File: config.mk
export PLATFORM = sky130hd
export DESIGN_NAME = stream_rr_arbiter_flat
export DESIGN_NICKNAME = d
export VERILOG_FILES = /design/src/rtl/stream_rr_arbiter_if.sv /design/src/rtl/stream_rr_arbiter.sv /design/src/flat_wrapper.sv
export SDC_FILE = /design/constraint.sdc
export NUM_CORES = 1
export LEC_CHECK = 0
export ABC_AREA = 1
export BUFFER_PORTS_ARGS = -buffer_cell sky130_fd_sc_hd__clkbuf_2
export CORE_UTILIZATION = 54
export CTS_CLUSTER_DIAMETER = 50
export DETAILED_ROUTE_END_ITERATION = 12
export GPL_TIMING_DRIVEN = 0
export PLACE_DENSITY = 0.87
export SLEW_MARGIN = 25
export SYNTH_ARGS = -nofsm -noshare
export SYNTH_HDL_FRONTEND = slang
export SYNTH_SLANG_ARGS = --single-unit
File: constraint.sdc
create_clock -name clk -period 4.2 [get_ports clk]
set_input_delay 0.21 -clock clk [delete_from_list [all_inputs] [get_ports clk]]
set_output_delay 0.21 -clock clk [all_outputs]
set_load 0.1 [all_outputs]
File: src/rtl/stream_rr_arbiter_if.sv
// Stream bundle for the round-robin arbiter: N requester lanes in,
// one merged stream out.
interface stream_rr_arbiter_if #(
    parameter int N     = 4,
    parameter int WIDTH = 32
);
    localparam int SW = $clog2(N);

    logic [N-1:0]       in_valid;
    logic [N-1:0]       in_ready;
    logic [N*WIDTH-1:0] in_data;
    logic [N-1:0]       in_last;
    logic               out_valid;
    logic               out_ready;
    logic [WIDTH-1:0]   out_data;
    logic               out_last;
    logic [SW-1:0]      out_src;
    logic               busy;

    modport master (
        output in_valid, in_data, in_last, out_ready,
        input  in_ready, out_valid, out_data, out_last, out_src, busy
    );

    modport slave (
        input  in_valid, in_data, in_last, out_ready,
        output in_ready, out_valid, out_data, out_last, out_src, busy
    );
endinterface

File: src/rtl/stream_rr_arbiter.sv
// Packet-granular round-robin arbiter with a main/skid output buffer,
// so in_ready never depends combinationally on out_ready.
module stream_rr_arbiter #(
    parameter int N     = 4,
    parameter int WIDTH = 32,
    localparam int SW   = $clog2(N)
) (
    input  logic                clk,
    input  logic                rst_n,
    stream_rr_arbiter_if.slave  bus
);
    typedef enum logic {IDLE, LOCKED} state_t;

    state_t         state, state_d;
    logic [SW-1:0]  grant, grant_d;
    logic [SW-1:0]  rr_ptr, rr_ptr_d;
    logic [SW-1:0]  pick;
    logic           found;

    logic [N-1:0]     ready;
    logic [WIDTH-1:0] lanes [N];
    logic             accept;
    logic [WIDTH-1:0] beat_data;
    logic             beat_last;

    logic             main_valid;
    logic [WIDTH-1:0] main_data;
    logic             main_last;
    logic [SW-1:0]    main_src;
    logic             skid_valid;
    logic [WIDTH-1:0] skid_data;
    logic             skid_last;
    logic [SW-1:0]    skid_src;
    logic             drain;

    always_comb begin
        for (int i = 0; i < N; i++) begin
            lanes[i] = bus.in_data[i*WIDTH +: WIDTH];
        end
    end

    // First requester at or after rr_ptr, wrapping modulo N.
    always_comb begin
        logic [SW:0] sum;
        pick  = '0;
        found = 1'b0;
        sum   = '0;
        for (int k = 0; k < N; k++) begin
            sum = {1'b0, rr_ptr} + (SW+1)'(k);
            if (sum >= (SW+1)'(N)) begin
                sum = sum - (SW+1)'(N);
            end
            if (!found && bus.in_valid[sum[SW-1:0]]) begin
                found = 1'b1;
                pick  = sum[SW-1:0];
            end
        end
    end

    always_comb begin
        ready = '0;
        if (state == LOCKED && !skid_valid) begin
            ready[grant] = 1'b1;
        end
    end

    assign accept    = |(ready & bus.in_valid);
    assign beat_data = lanes[grant];
    assign beat_last = bus.in_last[grant];
    assign drain     = main_valid && bus.out_ready;

    always_comb begin
        state_d  = state;
        grant_d  = grant;
        rr_ptr_d = rr_ptr;
        unique case (state)
            IDLE: begin
                if (found) begin
                    grant_d = pick;
                    state_d = LOCKED;
                end
            end
            LOCKED: begin
                if (accept && beat_last) begin
                    state_d  = IDLE;
                    rr_ptr_d = (grant == SW'(N-1)) ? '0 : grant + 1'b1;
                end
            end
            default: state_d = IDLE;
        endcase
    end

    always_ff @(posedge clk or negedge rst_n) begin
        if (!rst_n) begin
            state  <= IDLE;
            grant  <= '0;
            rr_ptr <= '0;
        end else begin
            state  <= state_d;
            grant  <= grant_d;
            rr_ptr <= rr_ptr_d;
        end
    end

    // Accept while full-and-stalled goes to skid; skid refills main on drain.
    always_ff @(posedge clk or negedge rst_n) begin
        if (!rst_n) begin
            main_valid <= 1'b0;
            main_data  <= '0;
            main_last  <= 1'b0;
            main_src   <= '0;
            skid_valid <= 1'b0;
            skid_data  <= '0;
            skid_last  <= 1'b0;
            skid_src   <= '0;
        end else if (accept && main_valid && !bus.out_ready) begin
            skid_valid <= 1'b1;
            skid_data  <= beat_data;
            skid_last  <= beat_last;
            skid_src   <= grant;
        end else if (accept) begin
            main_valid <= 1'b1;
            main_data  <= beat_data;
            main_last  <= beat_last;
            main_src   <= grant;
        end else if (drain) begin
            if (skid_valid) begin
                main_data  <= skid_data;
                main_last  <= skid_last;
                main_src   <= skid_src;
                skid_valid <= 1'b0;
            end else begin
                main_valid <= 1'b0;
            end
        end
    end

    assign bus.in_ready  = ready;
    assign bus.out_valid = main_valid;
    assign bus.out_data  = main_data;
    assign bus.out_last  = main_last;
    assign bus.out_src   = main_src;
    assign bus.busy      = (state == LOCKED);
endmodule

File: src/flat_wrapper.sv
// flat-port wrapper written by rule: the top's interface ports become plain ports
module stream_rr_arbiter_flat 
#(
    parameter int N     = 4,
    parameter int WIDTH = 32,
    localparam int SW   = $clog2(N)
)
  (clk, rst_n, bus_in_valid, bus_in_data, bus_in_last, bus_out_ready, bus_in_ready, bus_out_valid, bus_out_data, bus_out_last, bus_out_src, bus_busy);
  stream_rr_arbiter_if #(.N(N), .WIDTH(WIDTH)) bus_i ();
  input  logic clk;
  input  logic rst_n;
  input wire logic [$bits(bus_i.in_valid)-1:0] bus_in_valid;
  input wire logic [$bits(bus_i.in_data)-1:0] bus_in_data;
  input wire logic [$bits(bus_i.in_last)-1:0] bus_in_last;
  input wire logic [$bits(bus_i.out_ready)-1:0] bus_out_ready;
  output wire logic [$bits(bus_i.in_ready)-1:0] bus_in_ready;
  output wire logic [$bits(bus_i.out_valid)-1:0] bus_out_valid;
  output wire logic [$bits(bus_i.out_data)-1:0] bus_out_data;
  output wire logic [$bits(bus_i.out_last)-1:0] bus_out_last;
  output wire logic [$bits(bus_i.out_src)-1:0] bus_out_src;
  output wire logic [$bits(bus_i.busy)-1:0] bus_busy;
  assign bus_i.in_valid = bus_in_valid;
  assign bus_i.in_data = bus_in_data;
  assign bus_i.in_last = bus_in_last;
  assign bus_i.out_ready = bus_out_ready;
  assign bus_in_ready = bus_i.in_ready;
  assign bus_out_valid = bus_i.out_valid;
  assign bus_out_data = bus_i.out_data;
  assign bus_out_last = bus_i.out_last;
  assign bus_out_src = bus_i.out_src;
  assign bus_busy = bus_i.busy;
  stream_rr_arbiter #(.N(N), .WIDTH(WIDTH)) u_core (.clk(clk), .rst_n(rst_n), .bus(bus_i));
endmodule
### Word level (Yosys, flattened, before mapping)

Index checks and enable logic that the tools add are counted.

* flip-flop bits (word level): 77
* input port bits: 139

* muxes and demuxes: 47
* $lt $le $gt $ge: 11
* $add $sub $neg: 8
* equality and inequality tests: 3
* reductions and logical operators: 23
* bitwise operators: 4

Operators by type and width (number)
* $mux 32: 5
* $bmux 32 s2: 1
* $mux 2: 12
* $mux 1: 21
* $lt 2x3->1 const B: 5
* $ge 3x3->1 const B: 4
* $bmux 1 s2: 5
* $logic_and 1x1->1: 9
* $sub 2x1->2 const B: 4
* $add 2x2->3 const B: 2
* $reduce_and 2->1: 3
* $reduce_and 3->1: 2
* $reduce_bool 2->1: 3
* $logic_not 1->1: 5
* $and 4x4->4: 1
* $mux 4: 1
* $reduce_or 4->1: 1
* $add 2x1->3 const B: 1
* $ge 2x3->1 const B: 1
* $not 2->3: 1
* $add 2x1->2 const B: 1
* $demux 1 s2: 1
* $eq 2x2->1 const B: 1
* $ge 2x1->1 const B: 1
* 4 further kinds: 5

### Depth between registers and ports, before layout

Gate-level depths: netlist (run 1).

* depth after elaboration: 16
* gate-level depth with buffers: 12
* mapped depth without buffers: 11

### Worst setup path before layout (run 1)

OpenSTA, ideal clock, no wires.

* path kind: flip-flop to output port
* start: register u_core.state, in the netlist u_core.bus.busy
* end: output port bus_in_ready[0]
* data required time: 3.990 ns
* slack: 1.369 ns
* arrival time: 2.621 ns
* path buffers: 0
* cell stages (with the launch flop): 5
* cells stage by stage: dfrtp_1 -> inv_1 -> nor2_4 -> inv_1 -> nor2_1

* longest elaborated chain between the ends: 2

RTL lines
* start: declaration: line stream_rr_arbiter.sv:14 `state_t state, state_d;`
* start signal: assignment: line stream_rr_arbiter.sv:99 `state <= state_d;`
* $logic_and 1x1->1: line stream_rr_arbiter.sv:62 `if (state == LOCKED && !skid_valid) begin`
* $mux 4: line stream_rr_arbiter.sv:62
* end: declaration: line flat_wrapper.sv:16 `output wire logic [$bits(bus_i.in_ready)-1:0] bus_in_ready;`

Every way passes these cells.

### Worst setup path in the final report (run 1)

* start: register u_core.grant[1]
* end: register u_core.main_data[14], in the netlist u_core.bus.out_data[14]

* longest elaborated chain between the ends: 11
* elaborated cells between the ends (all ways): 19

RTL lines
* start: declaration: line stream_rr_arbiter.sv:15 `logic [SW-1:0] grant, grant_d;`
* start signal: assignment: line stream_rr_arbiter.sv:100 `grant <= grant_d;`
* $lt 2x3->1 (not written as such) / $ge 2x1->1 (equally long branches): line stream_rr_arbiter.sv:63 `ready[grant] = 1'b1;`
* $logic_and 1x1->1 (not written as such): line stream_rr_arbiter.sv:63
* $mux 1 (not written as such): line stream_rr_arbiter.sv:63
* $demux 1 s2
* $mux 4: line stream_rr_arbiter.sv:62
* $and 4x4->4: line stream_rr_arbiter.sv:67 `assign accept = |(ready & bus.in_valid);`
* $reduce_or 4->1: line stream_rr_arbiter.sv:67
* $logic_and 1x1->1 (2 in series): line stream_rr_arbiter.sv:116 `end else if (accept && main_valid && !bus.out_ready) begin`
* $not 1->1 (no source line)
* $reduce_and 3->1 (no source line)
* end signal: assignment: line stream_rr_arbiter.sv:123 `main_data <= beat_data;`
* end signal: assignment: line stream_rr_arbiter.sv:128 `main_data <= skid_data;`
* end: declaration: line stream_rr_arbiter.sv:27 `logic [WIDTH-1:0] main_data;`

Several ways; a longest one is shown, not always the timed one. The select of a mux whose other input is x is not followed.
A chain may end at the register's enable or synchronous reset.

==> impl_metrics.toml, run 1 <==
[outcome]
status = "complete, no violations"

[final_layout]
area.growth.synth_to_final_pct = 27.30
fillerInstances = 688
antennaDiodeCount = 0
num-nets-final = 1045
drive_above_1_share = 0.2492

[drt]
detail_route.vias_per_cell = 5.494
wl_per_cell_um = 14.86
wl_um = 15030
route.detailed.drc = 0
firstDrtPassIters = 5
drt_iter0_drc = 434
ant_nets = 0
num_vias = 5560

[timing]
min_period_over_period = 0.6711
finalSetupViolCount = 0
slew_headroom = 0.5909
worst_pin_slew_ns = 0.6136
hold_viol = 0
finalSetupTns_ns = 0
max_clock_freq_mhz = 354.8
fin_skew_ns = 0.01120
maxSlewViolCount = 0
finalCriticalPeriod_ns = 2.818
rsz0062_at_grt = "false"
whs_ns = 0.1542

[clock_tree]
cts_buffers = 9
cts_tree = "built"
cts_max_path_buffers = 2
post_cts_buffers = 0
clk_latency_ns = 0.35
htreeDepth = 3
cts_sinks = 77
clk_pin_slew_ns = 0.08
clk_root_buffer_cell = "clkbuf_8"

[die]
std_cell_rows = 33
die_x_um = 95.28
initial_core_util = 0.5661
dieArea_um2 = 9077
io_pins = 180
core_um2 = 8299
die_h_um = 95.28

[logic_synthesis]
synth_cells = 710
yosysWarnings = 0
synth_seq_cells = 77
netlist_top_cells_area = "dfrtp_1 (41%), nand2_1 (26%), o21ai_0 (7.8%), nor2_1 (5.9%), nand3_1 (5.1%)"
netlist_area_um2 = 4698
ys_types = 25
syn-num-nets = 853
avgSynthCellArea_um2 = 6.617
yosysTopAreaCell = "dfrtp_1"
synth_seq_area_share = 0.4101
synth.top_cell.area_share = 0.4101

[grt]
track_usage = 0.3409
grt_overflow_total = 0
antenna_found_initial = 0
grt_max_degree = 50
grt_pass1_wl_um = 23600
grt_pass1_vias = 5067

[setup_path]
rrSetupSlack_ns = 1.38
crit_path_max_fanout = 11
rr_endpoint = "u_core.bus.out_data[14]"
cp-start-kind = "flop"
ff2ff_path_depth = 10
crit_type = "reg2reg"
required_ns = 4.49
arrival_ns = 3.11
end_kind = "flop"
reg2reg_from = "u_core.grant[1]"

[min_path]
min_to = "u_core.skid_valid"
min_from = "bus_out_ready"
min_path_type = "in2reg"
worstHoldPathCells = 4

[placement]
place_congestion = 0.8631
portBuffers = 179
dp_hpwl_um = 11190

[power_and_ir_drop]
p_leak_nw = 3.459
ir_worst_vdd_uv = 623.2
power_density_nw_per_um2 = 944.3

[flow_run]
drv_cap = 0
-- per-layer routing --
layer	GRT usage	vias up	wire length (µm)
li1	-	2657	-
met1	0.4503	2540	6155
met2	0.5685	328	7262
met3	0.04944	35	1308
met4	0.1237	0	307
met5	0	-	0
-- critical path: stages (launching register included) --
cell and delay (ns):
dfrtp_1 0.57, inv_1 0.43, buf_2 0.35, ha_1 0.22, nand3_1 0.11, nand2_1 0.14
nor2_4 0.07, nand2_4 0.12, buf_1 0.45, nand3_1 0.20, nand2_1 0.10
-- worst max-delay path by stage --
stage,slack (ns),startpoint,to,depth (start not counted)
finish,1.38,u_core.grant[1],u_core.bus.out_data[14],10
CTS,1.52,u_core.grant[1],u_core.bus.out_data[14],10
global route,1.28,u_core.grant[0],u_core.bus.out_data[23],10
detailed placement,1.54,u_core.grant[1],u_core.bus.out_data[14],10
global placement,1.55,u_core.grant[1],u_core.bus.out_data[14],10
floorplan,1.37,u_core.bus.busy,bus_in_ready[0],4
-- state kept, by name (all words and copies together) (netlist names) --
register              flops
u_core.bus.out_src        2
u_core.skid_data         32
u_core.skid_valid         1
u_core.bus.busy           1
u_core.bus.out_last       1
u_core.grant              2
u_core.bus.out_valid      1
u_core.skid_src           2
u_core.skid_last          1
u_core.rr_ptr             2
u_core.bus.out_data      32
-- Yosys cell counts --
library cell,number
buf_6,2
nand3_2,1
clkinv_1,1
ha_1,4
nor2_1,74
dfrtp_1,77
nand3_1,48
buf_2,9
a21oi_1,1
buf_1,3
a21oi_2,1
nand4_2,1
nand4_1,1
a31oi_1,1
nor2_4,2
o21ai_0,73
inv_1,19
nand2_1,324
buf_4,13
inv_2,1
nand2_4,1
nand2_2,1
o22ai_1,32
clkbuf_1,18
o21ai_1,2
-- layout by cell type, fill, tap and decap left out, drive strengths merged, types with 4 or more instances in the layout --
| master | instances |
|---|---|
| ha | 4 |
| nand3 | 49 |
| clkbuf | 208 |
| dfrtp | 77 |
| buf | 28 |
| inv | 21 |
| nand2 | 326 |
| nor2 | 76 |
| o21ai | 75 |
| o22ai | 32 |
-- repair_timing --
action / CTS / global route
resized for setup: 0 / 0
endpoints found under the hold margin: 28 / 0
hold buffers: 1 / 0
-- cell type report --
| class | count | area [µm²] | share of cell area |
|---|---|---|---|
| Buffer | 45 | 244.0 | 0.04079 |
| Clock buffer | 11 | 131.4 | 0.02197 |
| Clock inverter | 5 | 83.83 | 0.01402 |
| Inverter | 21 | 78.83 | 0.01318 |
| Multi-Input combinational cell | 567 | 2449 | 0.4094 |
| Sequential cell | 77 | 1927 | 0.3222 |
| Tap cell | 105 | 131.4 | 0.02197 |
| Timing Repair Buffer | 181 | 935.9 | 0.1565 |
-- power breakdown --
group / internal, mW / switching, mW
Clock: 0.338 / 0.284
Combinational: 0.908 / 2.85
Sequential: 1.06 / 0.208
-- per-stage QoR --
stage	setup slack, ns	utilization	total power, mW	area, µm²	std cells
final	1.382	0.7206	5.647	5981	1012
after CTS	1.516	0.7206	5.604	5981	1012
after global placement	1.547	0.6899	4.872	5725	994
after detailed placement	1.537	0.6935	4.966	5756	995
after floorplan	1.369	-	4.112	4698	710
after global routing	1.283	0.7206	6.031	5981	1012
-- logic make-up (layout without fill, tap and decap cells) --
family | after synthesis | count (layout) | synth area share
adders and majority gates | 4 | 4 | 0.01065
buffers and inverters | 66 | 263 | 0.06870
and+or+nand+nor | 453 | 453 | 0.3838
DFF | 77 | 77 | 0.4101
AOI/OAI and AO/OA | 110 | 110 | 0.1268
(Power assumes the default switching activity.)
==> inputs of run 2 (changes only) <==
--- a/config.mk
+++ b/config.mk
@@ -7,11 +7,11 @@
 export LEC_CHECK = 0
 export ABC_AREA = 1
 export BUFFER_PORTS_ARGS = -buffer_cell sky130_fd_sc_hd__clkbuf_2
-export CORE_UTILIZATION = 54
+export CORE_UTILIZATION = 50
 export CTS_CLUSTER_DIAMETER = 50
 export DETAILED_ROUTE_END_ITERATION = 12
 export GPL_TIMING_DRIVEN = 0
-export PLACE_DENSITY = 0.87
+export PLACE_DENSITY = 0.81
 export SLEW_MARGIN = 25
 export SYNTH_ARGS = -nofsm -noshare
 export SYNTH_HDL_FRONTEND = slang
==> constraint.sdc (replaced) <==
create_clock -name clk -period 2.7 [get_ports clk]
set_input_delay 0.135 -clock clk [delete_from_list [all_inputs] [get_ports clk]]
set_output_delay 0.135 -clock clk [all_outputs]
set_load 0.1 [all_outputs]
==> impl_metrics.toml, run 2 (synthesis gave the netlist of run 1 again) <==
[outcome]
status = "complete, no violations"

[drt]
route.detailed.drc = 0
num_vias = 5324
wl_um = 14240
firstDrtPassIters = 5
detail_route.vias_per_cell = 5.240
drt_iter0_drc = 325
ant_nets = 0
wl_per_cell_um = 14.01

[die]
die_x_um = 98.94
die_h_um = 98.94
io_pins = 180
core_um2 = 9153
dieArea_um2 = 9788
std_cell_rows = 35
initial_core_util = 0.5133

[setup_path]
required_ns = 2.94
arrival_ns = 2.80
crit_type = "reg2reg"
reg2reg_from = "u_core.grant[1]"
rrSetupSlack_ns = 0.13
cp-start-kind = "flop"
crit_path_max_fanout = 11
crit_start = "u_core.grant[1]"
end_kind = "flop"

[final_layout]
area.growth.synth_to_final_pct = 27.00
num-nets-final = 1044
final_core_util = 0.6519
antennaDiodeCount = 0
layout_common_cells = "nand2_1 (324), clkbuf_2 (180), dfrtp_1 (76)"
final_common_cell = "nand2_1"
drive_above_1_share = 0.2552

[clock_tree]
clk_pin_slew_ns = 0.08
clk_latency_ns = 0.35
cts_tree = "built"
cts_buffers = 9
htreeDepth = 3
cts_sinks = 77
cts_max_path_buffers = 2
clk_root_buffer_cell = "clkbuf_8"
post_cts_buffers = 0

[grt]
grt_max_degree = 40
grt_pass1_vias = 4734
track_usage = 0.2974
grt_pass1_wl_um = 22850
antenna_found_initial = 0
grt_overflow_total = 0

[placement]
portBuffers = 179
place_congestion = 0.8357
dp_slack_ns = -0.01453
dp_hpwl_um = 10600

[timing]
finalCriticalPeriod_ns = 2.567
fin_ws_ns = 0.1335
finalSetupViolCount = 0
slew_headroom = 0.6113
min_period_over_period = 0.9506
fin_skew_ns = 0.01059
hold_viol = 0
max_clock_freq_mhz = 389.6
rsz0062_at_grt = "false"
worst_pin_slew_ns = 0.5831
maxSlewViolCount = 0

[flow_run]
drv_cap = 0

[min_path]
min_path_type = "in2reg"
min_from = "bus_out_ready"

[power_and_ir_drop]
p_leak_nw = 3.455
ir_worst_vdd_uv = 658.7
power_density_nw_per_um2 = 1446
==> run 2: what timing repair did <==
item | 4_1_cts | 5_1_grt
hold buffers | 1 | 0
endpoints found under the setup margin | 1 | 70
resized for setup | 0 | 5
pin swaps | 0 | 0
endpoints found under the hold margin | 38 | 0
==> run 2: path summary, 6_finish.rpt <==
| kind | end | depth (start not counted) |
|---|---|---|
| worst max register to register | u_core.skid_data[9] | 10 |
| max in group asynchronous | u_core.bus.out_data[22] | 3 |
| worst max-delay path | u_core.skid_data[9] | 10 |
| worst min register to register | u_core.bus.out_data[2] | 2 |
| worst min-delay path | u_core.skid_valid | 4 |
| min in group asynchronous | u_core.bus.out_data[13] | 2 |
==> run 2: final cells by class <==
type	count	area [µm²]
multi-input cells	567	2449
fillers	884	3186
clock inverters	5	60.06
flip-flops and latches	77	1928
plain buffers	44	242.7
clock buffers	10	137.6
well taps	111	138.9
inverters	21	82.58
repair buffers	181	928.4
==> run 2: worst max-delay path, cell delays in order (launching register included) <==
cell	delay (ns)
dfrtp_2	0.55
clkinvlp_4	0.29
buf_2	0.28
ha_1	0.23
nand3_1	0.13
nand4_2	0.26
nand3_2	0.18
inv_1	0.14
buf_2	0.22
nand2_1	0.10
nand2_1	0.06
==> run 2: layer usage <==
metal  share of wire  global-route usage  vias to the layer above
met1            0.44              0.4052                     2437
met4          0.0089             0.07348                        0
met2            0.48              0.5073                      212
li1                -                   -                     2663
met3           0.064             0.03404                       12
met5               0                   0                        -
==> run 2: stage by stage <==
| stage | cell area (µm²) | setup TNS, ns | hold WS (ns) | std cells | power (mW) |
|---|---|---|---|---|---|
| after floorplan | 4698 | -0.2222 | -0.1606 | 710 | 6.397 |
| after global placement | 5733 | -0.03670 | 0.4219 | 1000 | 7.641 |
| after detailed placement | 5756 | -0.02748 | 0.1772 | 1001 | 7.700 |
| after CTS | 5959 | 0 | 0.07533 | 1016 | 8.602 |
| after global routing | 5967 | 0 | 0.08628 | 1016 | 9.282 |
| final | 5967 | 0 | 0.07846 | 1016 | 8.630 |
==> run 2: report_power, final <==
group | leakage [nW] | switching, mW | internal (mW)
clock network | 0.0987 | 0.436 | 0.451
registers | 0.982 | 0.311 | 1.65
logic | 2.37 | 4.37 | 1.41
==> inputs of run 3 (changes only) <==
--- a/config.mk
+++ b/config.mk
@@ -7,6 +7,7 @@
 export LEC_CHECK = 0
 export ABC_AREA = 1
 export BUFFER_PORTS_ARGS = -buffer_cell sky130_fd_sc_hd__clkbuf_2
+export CORE_ASPECT_RATIO = 0.7
 export CORE_UTILIZATION = 50
 export CTS_CLUSTER_DIAMETER = 50
 export DETAILED_ROUTE_END_ITERATION = 12
==> impl_metrics.toml, run 3 (synthesis gave the netlist of run 1 again) <==
[outcome]
status = "complete, no violations"

[final_layout]
layout_common_cells = "nand2_1 (324), clkbuf_2 (182), dfrtp_1 (76)"
final_core_util = 0.6718
fillerInstances = 810
final_common_cell = "nand2_1"
area.growth.synth_to_final_pct = 30.23
final_cell_area_um2 = 6118
drive_above_1_share = 0.2583
num-nets-final = 1044
antennaDiodeCount = 0

[drt]
drt_iter0_drc = 471
num_vias = 5550
ant_nets = 0
detail_route.vias_per_cell = 5.388
firstDrtPassIters = 5
wl_um = 15300
route.detailed.drc = 0
wl_per_cell_um = 14.85

[clock_tree]
cts_sinks = 77
cts_tree = "built"
cts_buffers = 9
cts_max_path_buffers = 2
htreeDepth = 3
clk_latency_ns = 0.33
post_cts_buffers = 0
clk_pin_slew_ns = 0.06
clk_root_buffer_cell = "clkbuf_16"

[power_and_ir_drop]
p_int_mw = 3.899
seqPwrFrac = 0.217
p_total_mw = 9.179
p_sw_frac = 0.5753
p_comb_frac = 0.638
p_sw_mw = 5.281
power_density_nw_per_um2 = 1500
clkPwrFrac = 0.145
p_leak_nw = 3.521
ir_worst_vdd_uv = 623.8

[timing]
fin_ws_ns = 0.1769
rsz0062_at_grt = "false"
hold_viol = 0
max_clock_freq_mhz = 396.3
finalCriticalPeriod_ns = 2.523
slew_headroom = 0.6121
fin_skew_ns = 0.009048
maxSlewViolCount = 0
min_period_over_period = 0.9345
worst_pin_slew_ns = 0.5818
finalSetupViolCount = 0

[grt]
grt_overflow_total = 0
track_usage = 0.3184
grt_max_degree = 43
antenna_found_initial = 0
grt_pass1_vias = 5261
grt_pass1_wl_um = 24800

[setup_path]
cp.buffers_inverters = 4
crit_type = "reg2reg"
required_ns = 2.96
path_cells = "clkinvlp_4, buf_2, ha_1, nand3_1, nand4_2, nand3_2, buf_4, buf_4, nand3_1, nand2_1"
critical-path-top-delay-family = "buffers and inverters"
end_kind = "flop"
arrival_ns = 2.79
cp-start-kind = "flop"
cpMaxStageDelayCell = "dfrtp_2"
slowest_delay_ns = 0.52
crit_path_max_fanout = 11

[die]
dieArea_um2 = 9794
die_h_um = 83.10
initial_core_util = 0.5159
io_pins = 180
std_cell_rows = 29
core_um2 = 9107
die_x_um = 117.9

[min_path]
min_path_type = "in2reg"

[placement]
portBuffers = 179
dp_slack_ns = 0.06952
dp_hpwl_um = 11350
place_area_um2 = 5772
place_congestion = 0.8576

[flow_run]
drv_cap = 0
run 3: changes by cell type in the layout (fill, tap and decap cells not counted), sizes merged:
cell	previous run	this run
bufinv	1	2
clkbuf	207	206
clkinv	3	2
inv	20	22
run 3: stage by stage:
step	cells	TNS [ns]	hold WS, ns
after global routing	1030	0	0.1871
final	1030	0	0.1422
after global placement	1013	0	0.4443
after detailed placement	1014	0	0.1607
after CTS	1031	0	0.1343
after floorplan	710	-0.2222	-0.1606
run 3: final cells by class:
type / instances / area, µm² / share of cell area
clock inverters: 7 / 105.1 / 0.01718
multi-input cells: 567 / 2449 / 0.4002
flip-flops and latches: 77 / 1928 / 0.3151
repair buffers: 181 / 928.4 / 0.1517
clock buffers: 9 / 225.2 / 0.03681
plain buffers: 44 / 245.2 / 0.04008
well taps: 124 / 155.1 / 0.02536
inverters: 21 / 82.58 / 0.01350
run 3: worst paths after layout:
path	startpoint	end	slack, ns	cells past startpoint
min reg2reg	u_core.skid_data[18]	u_core.skid_data[18]	0.48	2
min in group asynchronous	rst_n	u_core.bus.out_data[19]	0.35	2
max	u_core.grant[1]	u_core.bus.out_src[0]	0.18	10
max in group asynchronous	rst_n	u_core.skid_src[0]	1.74	3
min	bus_out_ready	u_core.skid_valid	0.14	4
max reg2reg	u_core.grant[1]	u_core.bus.out_src[0]	0.18	10
run 3: worst min-delay path: stages:
cell	delay, ns
clkbuf_2	0.12
nand2_1	0.06
nand2_1	0.06
nand2_1	0.06
run 3: layer usage:
metal / routed length (µm) / track usage / vias up
met1: 6803 / 0.4358 / 2549
met3: 1267 / 0.05014 / 22
met4: 174 / 0.08275 / 0
met5: 0 / 0 / -
met2: 7054 / 0.5283 / 316
li1: - / - / 2663
run 3: timing repair:
action | in CTS | in global routing
endpoints found under the hold margin | 35 | 0
setup endpoints to repair | 0 | 69
gates resized for setup | 0 | 9
hold buffers | 1 | 0
run 3: power by group through the flow:
stage	registers, mW	clock network, mW	logic (mW)
2_1_floorplan	3.46	0	2.93
3_3_place_gp	1.96	0	5.62
3_5_place_dp	1.98	0	5.75
4_1_cts	1.97	1.34	5.79
5_1_grt	2.03	1.38	6.37
6_report	1.99	1.33	5.85
